## config.mk

```make
export PLATFORM = sky130hd
export DESIGN_NAME = fetch_queue_flat
export DESIGN_NICKNAME = d
export VERILOG_FILES = /design/src/rtl/fetch_queue_if.sv /design/src/rtl/fetch_queue.sv /design/src/flat_wrapper.sv
export SDC_FILE = /design/constraint.sdc
export NUM_CORES = 1
export LEC_CHECK = 0
export ABC_CLOCK_PERIOD_IN_PS = 3700
export BUFFER_PORTS_ARGS = -buffer_cell sky130_fd_sc_hd__buf_2
export CORE_ASPECT_RATIO = 1.75
export CORE_MARGIN = 2
export CORE_UTILIZATION = 50
export DETAILED_ROUTE_END_ITERATION = 12
export HOLD_SLACK_MARGIN = 0.05
export MAX_ROUTING_LAYER = met4
export PLACE_DENSITY = 0.82
export SYNTH_ARGS = -nofsm -noshare
export SYNTH_HDL_FRONTEND = slang
export SYNTH_SLANG_ARGS = --single-unit
```

## constraint.sdc

```tcl
create_clock -name clk -period 3.7 [get_ports clk]
set_clock_uncertainty 0.2 [all_clocks]
set_input_delay 0.185 -clock clk [delete_from_list [all_inputs] [get_ports clk]]
set_output_delay 0.185 -clock clk [all_outputs]
set_load 0.05 [all_outputs]
```

## src/rtl/fetch_queue_if.sv

```systemverilog
// Fetch front-end bundle: instruction-memory req/ack side and decode valid/ready side.
// Latency: n/a (wires only). Backpressure: imem_ack stalls requests, instr_ready stalls the queue head.
// master = fetch_queue, slave = memory/decode environment.
interface fetch_queue_if #(
    parameter int XLEN  = 32,
    parameter int DEPTH = 4
);
    localparam int CNT_W = $clog2(DEPTH) + 1;

    // instruction memory request channel
    logic             imem_req;
    logic [XLEN-1:0]  imem_addr;
    logic             imem_ack;
    logic [XLEN-1:0]  imem_rdata;

    // control from the pipeline
    logic             halt;
    logic             redirect;
    logic [XLEN-1:0]  redirect_pc;

    // decode hand-off
    logic             instr_ready;
    logic             instr_valid;
    logic [XLEN-1:0]  instruction_out;
    logic [XLEN-1:0]  read_addr_pc;
    logic [CNT_W-1:0] count;

    modport master (
        output imem_req,
        output imem_addr,
        input  imem_ack,
        input  imem_rdata,
        input  halt,
        input  redirect,
        input  redirect_pc,
        input  instr_ready,
        output instr_valid,
        output instruction_out,
        output read_addr_pc,
        output count
    );

    modport slave (
        input  imem_req,
        input  imem_addr,
        output imem_ack,
        output imem_rdata,
        output halt,
        output redirect,
        output redirect_pc,
        output instr_ready,
        input  instr_valid,
        input  instruction_out,
        input  read_addr_pc,
        input  count
    );
endinterface

```

## src/rtl/fetch_queue.sv

```systemverilog
// Instruction-fetch front end: fetch PC, imem req/ack, DEPTH-entry in-order {instr, pc} queue.
// Latency: a fetched word reaches the head one cycle after its transfer (no flow-through).
// Backpressure: imem_req drops when full (no same-cycle bypass); redirect flushes and overrides everything.
module fetch_queue #(
    parameter int              XLEN     = 32,
    parameter int              DEPTH    = 4,
    parameter logic [XLEN-1:0] RESET_PC = '0,
    parameter int              PC_STEP  = 4
) (
    input  logic         clk,
    input  logic         reset,
    fetch_queue_if.master bus
);
    localparam int PTR_W = $clog2(DEPTH);
    localparam int CNT_W = PTR_W + 1;

    localparam logic [CNT_W-1:0] FULL_CNT = CNT_W'(DEPTH);
    localparam logic [CNT_W-1:0] CNT_ONE  = CNT_W'(1);
    localparam logic [PTR_W-1:0] PTR_ONE  = PTR_W'(1);
    localparam logic [XLEN-1:0]  PC_INC   = XLEN'(PC_STEP);

    logic [XLEN-1:0]  fetch_pc;
    logic [PTR_W-1:0] wr_ptr;
    logic [PTR_W-1:0] rd_ptr;
    logic [CNT_W-1:0] count_q;
    logic [CNT_W-1:0] count_nxt;

    logic [XLEN-1:0]  instr_mem [DEPTH];
    logic [XLEN-1:0]  pc_mem    [DEPTH];

    logic req;
    logic push;
    logic pop;
    logic head_vld;

    // Request depends only on registered occupancy, so a pop cannot unblock a full queue this cycle.
    always_comb begin
        req      = reset & ~bus.redirect & ~bus.halt & (count_q < FULL_CNT);
        head_vld = (count_q != '0);
        push     = req & bus.imem_ack;
        pop      = head_vld & bus.instr_ready & ~bus.redirect;
    end

    always_comb begin
        count_nxt = count_q;
        unique case ({push, pop})
            2'b10:   count_nxt = count_q + CNT_ONE;
            2'b01:   count_nxt = count_q - CNT_ONE;
            default: count_nxt = count_q;
        endcase
    end

    always_ff @(posedge clk or negedge reset) begin
        if (!reset) begin
            fetch_pc <= RESET_PC;
            wr_ptr   <= '0;
            rd_ptr   <= '0;
            count_q  <= '0;
        end else if (bus.redirect) begin
            fetch_pc <= bus.redirect_pc;
            wr_ptr   <= '0;
            rd_ptr   <= '0;
            count_q  <= '0;
        end else begin
            if (push) begin
                fetch_pc <= fetch_pc + PC_INC;
                wr_ptr   <= wr_ptr + PTR_ONE;
            end
            if (pop) begin
                rd_ptr <= rd_ptr + PTR_ONE;
            end
            count_q <= count_nxt;
        end
    end

    // Storage needs no reset: the head is masked to zero whenever the queue is empty.
    always_ff @(posedge clk) begin
        if (push) begin
            instr_mem[wr_ptr] <= bus.imem_rdata;
            pc_mem[wr_ptr]    <= fetch_pc;
        end
    end

    always_comb begin
        bus.imem_req        = req;
        bus.imem_addr       = fetch_pc;
        bus.instr_valid     = head_vld;
        bus.instruction_out = head_vld ? instr_mem[rd_ptr] : '0;
        bus.read_addr_pc    = head_vld ? pc_mem[rd_ptr]    : '0;
        bus.count           = count_q;
    end
endmodule

```

## src/flat_wrapper.sv

```systemverilog
// flat-port wrapper written by rule: the top's interface ports become plain ports
module fetch_queue_flat 
#(
    parameter int              XLEN     = 32,
    parameter int              DEPTH    = 4,
    parameter logic [XLEN-1:0] RESET_PC = '0,
    parameter int              PC_STEP  = 4
)
  (clk, reset, bus_imem_req, bus_imem_addr, bus_imem_ack, bus_imem_rdata, bus_halt, bus_redirect, bus_redirect_pc, bus_instr_ready, bus_instr_valid, bus_instruction_out, bus_read_addr_pc, bus_count);
  fetch_queue_if #(.XLEN(XLEN), .DEPTH(DEPTH)) bus_i ();
  input  logic clk;
  input  logic reset;
  output wire logic [$bits(bus_i.imem_req)-1:0] bus_imem_req;
  output wire logic [$bits(bus_i.imem_addr)-1:0] bus_imem_addr;
  input wire logic [$bits(bus_i.imem_ack)-1:0] bus_imem_ack;
  input wire logic [$bits(bus_i.imem_rdata)-1:0] bus_imem_rdata;
  input wire logic [$bits(bus_i.halt)-1:0] bus_halt;
  input wire logic [$bits(bus_i.redirect)-1:0] bus_redirect;
  input wire logic [$bits(bus_i.redirect_pc)-1:0] bus_redirect_pc;
  input wire logic [$bits(bus_i.instr_ready)-1:0] bus_instr_ready;
  output wire logic [$bits(bus_i.instr_valid)-1:0] bus_instr_valid;
  output wire logic [$bits(bus_i.instruction_out)-1:0] bus_instruction_out;
  output wire logic [$bits(bus_i.read_addr_pc)-1:0] bus_read_addr_pc;
  output wire logic [$bits(bus_i.count)-1:0] bus_count;
  assign bus_imem_req = bus_i.imem_req;
  assign bus_imem_addr = bus_i.imem_addr;
  assign bus_i.imem_ack = bus_imem_ack;
  assign bus_i.imem_rdata = bus_imem_rdata;
  assign bus_i.halt = bus_halt;
  assign bus_i.redirect = bus_redirect;
  assign bus_i.redirect_pc = bus_redirect_pc;
  assign bus_i.instr_ready = bus_instr_ready;
  assign bus_instr_valid = bus_i.instr_valid;
  assign bus_instruction_out = bus_i.instruction_out;
  assign bus_read_addr_pc = bus_i.read_addr_pc;
  assign bus_count = bus_i.count;
  fetch_queue #(.XLEN(XLEN), .DEPTH(DEPTH), .RESET_PC(RESET_PC), .PC_STEP(PC_STEP)) u_core (.clk(clk), .reset(reset), .bus(bus_i));
endmodule
```

Word level (Yosys, flattened, before mapping)
Memories as Yosys holds them, arrays and structs flattened.
Cells that the tools add are included.
- register bits after elaboration: 39
- latch bits: 0
- memory bits (writable): 256
- memory bits (read-only): 0
- input port bits: 70
- word-level logic and storage cells: 38
- memories: 2
- add/subtract/negate cells: 5
- $mul: 0
- divide/modulo/power cells: 0
- order comparisons: 1
- eq/ne operators: 2
- shifts and indexed selects: 0
- mux-type cells: 12
- bitwise logic cells: 8
- reduce and logical (&&, ||, !) cells: 4
- memories (name ; words ; width ; read ports ; clocked after Yosys merged registers in ; wr ports ; RTL line ; RTL):
    u_core.instr_mem ; 4 ; 32 ; 1 ; 0 ; 1 ; fetch_queue.sv:28 ; logic [XLEN-1:0] instr_mem [DEPTH];
    u_core.pc_mem ; 4 ; 32 ; 1 ; 0 ; 1 ; fetch_queue.sv:29 ; logic [XLEN-1:0] pc_mem [DEPTH];
- operators with widths (cell ; count):
    $mux W32 ; 4
    $add A32 B3 Y32 const B ; 1
    $mux W2 ; 4
    $and A1 B1 Y1 ; 6
    $pmux W3 S2 ; 1
    $reduce_bool A3 Y1 ; 2
    $add A2 B1 Y2 const B ; 2
    $reduce_bool A2 Y1 ; 2
    $add A3 B1 Y3 const B ; 1
    $lt A3 B3 Y1 const B ; 1
    $mux W3 ; 1
    $sub A3 B1 Y3 const B ; 1
    $eq A2 B1 Y1 const B ; 1
    $eq A2 B2 Y1 const B ; 1
    $mux W1 ; 2
    $not A1 Y1 ; 2

Depth between registers and ports, before layout
- depth after elaboration: 8
- gate-level depth with buffers: 12

Worst setup path after synthesis
Ideal clock, no wire load.
- path type: reg-to-reg
- start: register u_core.count_q[2], in the netlist u_core.bus.count[2]
- end: memory u_core.instr_mem[0][0], enable pin
- library setup time: 0.429 ns
- arrival: 3.090 ns
- slack: -0.019 ns
- cell stages (with the launch flop): 3
- clock period less this slack: 3.719 ns
- path through: dfrtp_1 -> nor4b_4 -> and3_1
- longest elaborated chain between the ends: 5
- RTL lines (element ; RTL line ; RTL):
    start, declared ; fetch_queue.sv:25 ; logic [CNT_W-1:0] count_q;
    start signal, assigned ; fetch_queue.sv:72 ; count_q <= count_nxt;
    $lt A3 B3 Y1 ; fetch_queue.sv:38 ; req = reset & ~bus.redirect & ~bus.halt & (count_q < FULL_CNT);
    $and A1 B1 Y1 ; fetch_queue.sv:38 ;
    via bus_imem_req ; flat_wrapper.sv:13 ; output wire logic [$bits(bus_i.imem_req)-1:0] bus_imem_req;
    $and A1 B1 Y1 ; fetch_queue.sv:40 ; push = req & bus.imem_ack;
    $mux W1 ; fetch_queue.sv:78 ; if (push) begin
    $mux W1 (not written as such) ; fetch_queue.sv:79 ; instr_mem[wr_ptr] <= bus.imem_rdata;
    end, declared ; fetch_queue.sv:28 ;
The timed path passes the listed nets, and every way through them passes these cells.

Worst setup path after layout
- start: register u_core.rd_ptr[0]
- end: output port bus_instruction_out[29]
- longest elaborated chain between the ends: 2
- RTL lines (element ; RTL line ; RTL):
    start, declared ; fetch_queue.sv:24 ; logic [PTR_W-1:0] rd_ptr;
    start signal, assigned ; fetch_queue.sv:70 ; rd_ptr <= rd_ptr + PTR_ONE;
    $mem_v2 Z4 W32 ; n/a ;
    $mux W32 ; fetch_queue.sv:88 ; bus.instruction_out = head_vld ? instr_mem[rd_ptr] : '0;
    end, declared ; flat_wrapper.sv:22 ; output wire logic [$bits(bus_i.instruction_out)-1:0] bus_instruction_out;
Every way passes these cells.

==> results.py <==
metrics = {
    "run_status": {
        "status": "completed",
    },
    "timing": {
        "hold_violations": 0,
        "setup-tns-final_ns": 0,
        "fmax_mhz": 332.7,
        "holdWs_ns": 0.1995,
        "slew_headroom_pct": 32.10,
        "rsz0062_at_grt": "no",
        "finalMaxSlewViolations": 0,
        "fin_crit_sh_pct": 81.23,
        "finalCriticalPeriod_ns": 3.006,
        "tightest_slew_ns": 1.018,
        "setup_viol": 0,
    },
    "setup_path": {
        "crit_path_max_fanout": 24,
        "cp_top_family": "buffers and inverters",
        "rr_endpoint": "u_core.bus.imem_addr[7]",
        "path_cells": "buf_4 > mux4_2 > and2_1 > buf_2",
        "r2r_slack_ns": 1.17,
        "path_buf_inv": 2,
        "r2r-start": "u_core.bus.count[2]",
        "reg2reg_depth": 7,
        "critPathKind": "reg2out",
        "cp.required_ns": 3.31,
        "crit_arrival_ns": 2.62,
        "slowest_stage": "dfrtp_4",
        "setup.worst_path.end_class": "output pin",
        "slowest_delay_ns": 0.62,
        "cp-start-kind": "flip-flop",
    },
    "pwr": {
        "pwr-share-seq_pct": 39.7,
        "power.share.switching_pct": 37.16,
        "clkPwrFrac_pct": 26.1,
        "peakVddDrop_mv": 0.5073,
        "leakagePower_nw": 5.271,
        "pwr-share-comb_pct": 34.2,
        "switchingPower_mw": 3.669,
        "power.internal_mw": 6.204,
        "pwr_density_cell_nw_per_um2": 673.7,
    },
    "synthesis": {
        "synthArstFlopShare_pct": 13.22,
        "synth_area_um2": 11990,
        "ys_seq_area_share_pct": 72.26,
        "synthXorXnorAreaFrac_pct": 0.5114,
        "synthMuxAreaShare_pct": 12.38,
        "ys_warn_count": 0,
        "synthesis.nets": 741,
        "synth_seq_cells": 295,
        "synth_edf_count": 256,
        "synth_top_area_share_pct": 64.12,
        "synth_cells": 665,
        "synth_cell_types": 48,
        "synth_top_family_by_area": "multiplexers",
        "synth_top_area_cell": "edfxtp_1",
        "syn_area_per_cell_um2": 18.03,
        "synth-simple-area-share_pct": 9.247,
        "synth_compound_area_share_pct": 3.392,
        "synth_flop_cell": "edfxtp_1",
        "synth_area_leaders": "edfxtp_1, mux4_2, dfrtp_1",
        "synth_fa_ha_area_share_pct": 0.6888,
    },
    "global_routing": {
        "grt_pass1_wl_um": 39560,
        "grt_pass1_vias": 7388,
        "overflow": 0,
        "antenna_found_initial": 0,
        "grt_start_max_net_pins": 67,
        "grt_use_total_pct": 21.00,
    },
    "route": {
        "routed_wl_um": 25370,
        "final_antenna_net_count": 0,
        "dr_total_vias": 7097,
        "wl_met3_um": 1423,
        "wl_per_cell_um": 20.64,
        "avgViaCountPerCell": 5.775,
        "firstDrtPassIters": 5,
        "drtIter0Drc": 505,
        "m1WireLength_um": 9088,
        "drc": 0,
        "routed.top_layer": "met4",
        "wl_met2_um": 13790,
    },
    "clock_network": {
        "cts-root-buf": "clkbuf_16",
        "htree_levels": 1,
        "cts.sinks": 295,
        "clkLatencyLatePin_ns": 0.52,
        "ctsResizeCount": 0,
        "cts_buffers": 25,
        "path_clk_slew_ns": 0.07,
        "clockBufferDepth": 3,
        "cts_tree": "done",
    },
    "placed_design": {
        "gp_congestion": 0.8345,
        "dpl_cell_area_um2": 13170,
        "place_hpwl_um": 15420,
        "portBuffers": 170,
        "placed_cells_incl_taps": 1116,
    },
    "floorplanning": {
        "rows": 75,
        "core_um2": 23740,
        "die_w_um": 121.1,
        "io_pins": 171,
        "initial_core_util_pct": 50.50,
        "die-area_um2": 25280,
        "die_h_um": 208.8,
    },
    "final_layout": {
        "fillers": 1607,
        "drive_gt1_share_pct": 32.36,
        "n_antenna_cell": 0,
        "final_core_util_pct": 61.72,
        "instances_no_fill": 1229,
        "final_nets": 979,
        "fin_area_um2": 14650,
        "multi_input_area_um2": 3164,
        "area_growth_pct": 22.23,
        "seq_area_um2": 8668,
    },
    "run": {
        "maxCapViolCount": 0,
    },
    "worst_hold_path": {
        "hold_class": "in2async",
    },
}
## Yosys cell counts (all sizes together), types with 5 or more instances
cell type  count
nand3         18
ha             5
o311ai         7
and2          71
buf           17
nand2         40
or3            5
nand4         16
nor2          19
clkbuf        18
inv            7
o211ai        15
o21ai         14
dfrtp         39
mux4          64
edfxtp       256
and3           9
## worst min-delay path, delay by kind of cell
family,cells,cell delay (ns)
buffers and inverters,3,1.19
## area by class of cell
class / instances / share of cell area [%]
Clock inverter: 20 / 1.230
Tap cell: 308 / 2.630
Multi-Input combinational cell: 328 / 21.59
Timing Repair Buffer: 246 / 10.95
Clock buffer: 25 / 4.269
Sequential cell: 295 / 59.15
Inverter: 7 / 0.1793
## layout by cell type, fill, tap and decap left out, drive strengths merged, types with 8 or more instances in the layout
cell         netlist  routed
and2              71      71
and3               9       9
buf               17     178
clkbuf            18      25
clkinv             0      13
dfrtp             39      39
dlygate4sd3        0      68
edfxtp           256     256
inv                7       8
mux4              64      64
nand2             40      40
nand3             18      18
nand4             16      16
nor2              19      19
o211ai            15      15
o21ai             14      14
## cells by family after synthesis
family / Yosys count
AO/OA/AOI/OAI: 57
XOR/XNOR: 7
adder cells (fa/ha/maj): 6
buffers and inverters: 42
flip-flops: 295
multiplexers: 68
AND/OR/NAND/NOR: 190
## per-stage QoR
stage / setup WS [ns] / power, mW
floorplan: 0.3617 / 6.546
global placement: 1.215 / 7.329
detailed placement: 1.202 / 7.352
CTS: 0.6576 / 9.958
global route: 0.5227 / 10.24
finish: 0.6945 / 9.873
## worst max-delay path by stage
stage / slack, ns / end / cells past startpoint / from
global placement: 1.22 / bus_instruction_out[30] / 4 / u_core.rd_ptr[0]
floorplan: 0.36 / u_core.bus.count[2] / 11 / u_core.bus.count[2]
CTS: 0.66 / bus_instruction_out[30] / 4 / u_core.rd_ptr[0]
global route: 0.52 / bus_instruction_out[29] / 4 / u_core.rd_ptr[0]
detailed placement: 1.20 / u_core.bus.imem_addr[29] / 4 / u_core.bus.count[2]
finish: 0.69 / bus_instruction_out[29] / 4 / u_core.rd_ptr[0]
## sequential cells by signal (all words and copies together) (netlist names)
name / count
u_core.bus.count: 3
u_core.bus.imem_addr: 32
u_core.instr_mem: 128
u_core.pc_mem: 128
u_core.rd_ptr: 2
u_core.wr_ptr: 2
## power by group through the flow
stage / clock, mW / combinational (mW) / sequential [mW]
after floorplan: 0 / 2.48 / 4.06
after global placement: 0 / 3.35 / 3.98
after detailed placement: 0 / 3.36 / 3.99
after CTS: 2.62 / 3.42 / 3.92
after global routing: 2.74 / 3.56 / 3.94
final: 2.58 / 3.38 / 3.92
## what timing repair did
action | 4_1_cts | 5_1_grt
endpoints found under the hold margin | 204 | 0
setup buffers | 0 | 0
hold buffers | 68 | 0
## metal layers
layer,vias up,GRT usage (%)
met5,-,-
met4,0,9.663
met3,79,1.856
met2,318,37.16
met1,3576,23.92
li1,3124,-
Note: power is estimated with default switching activity, not from simulation.
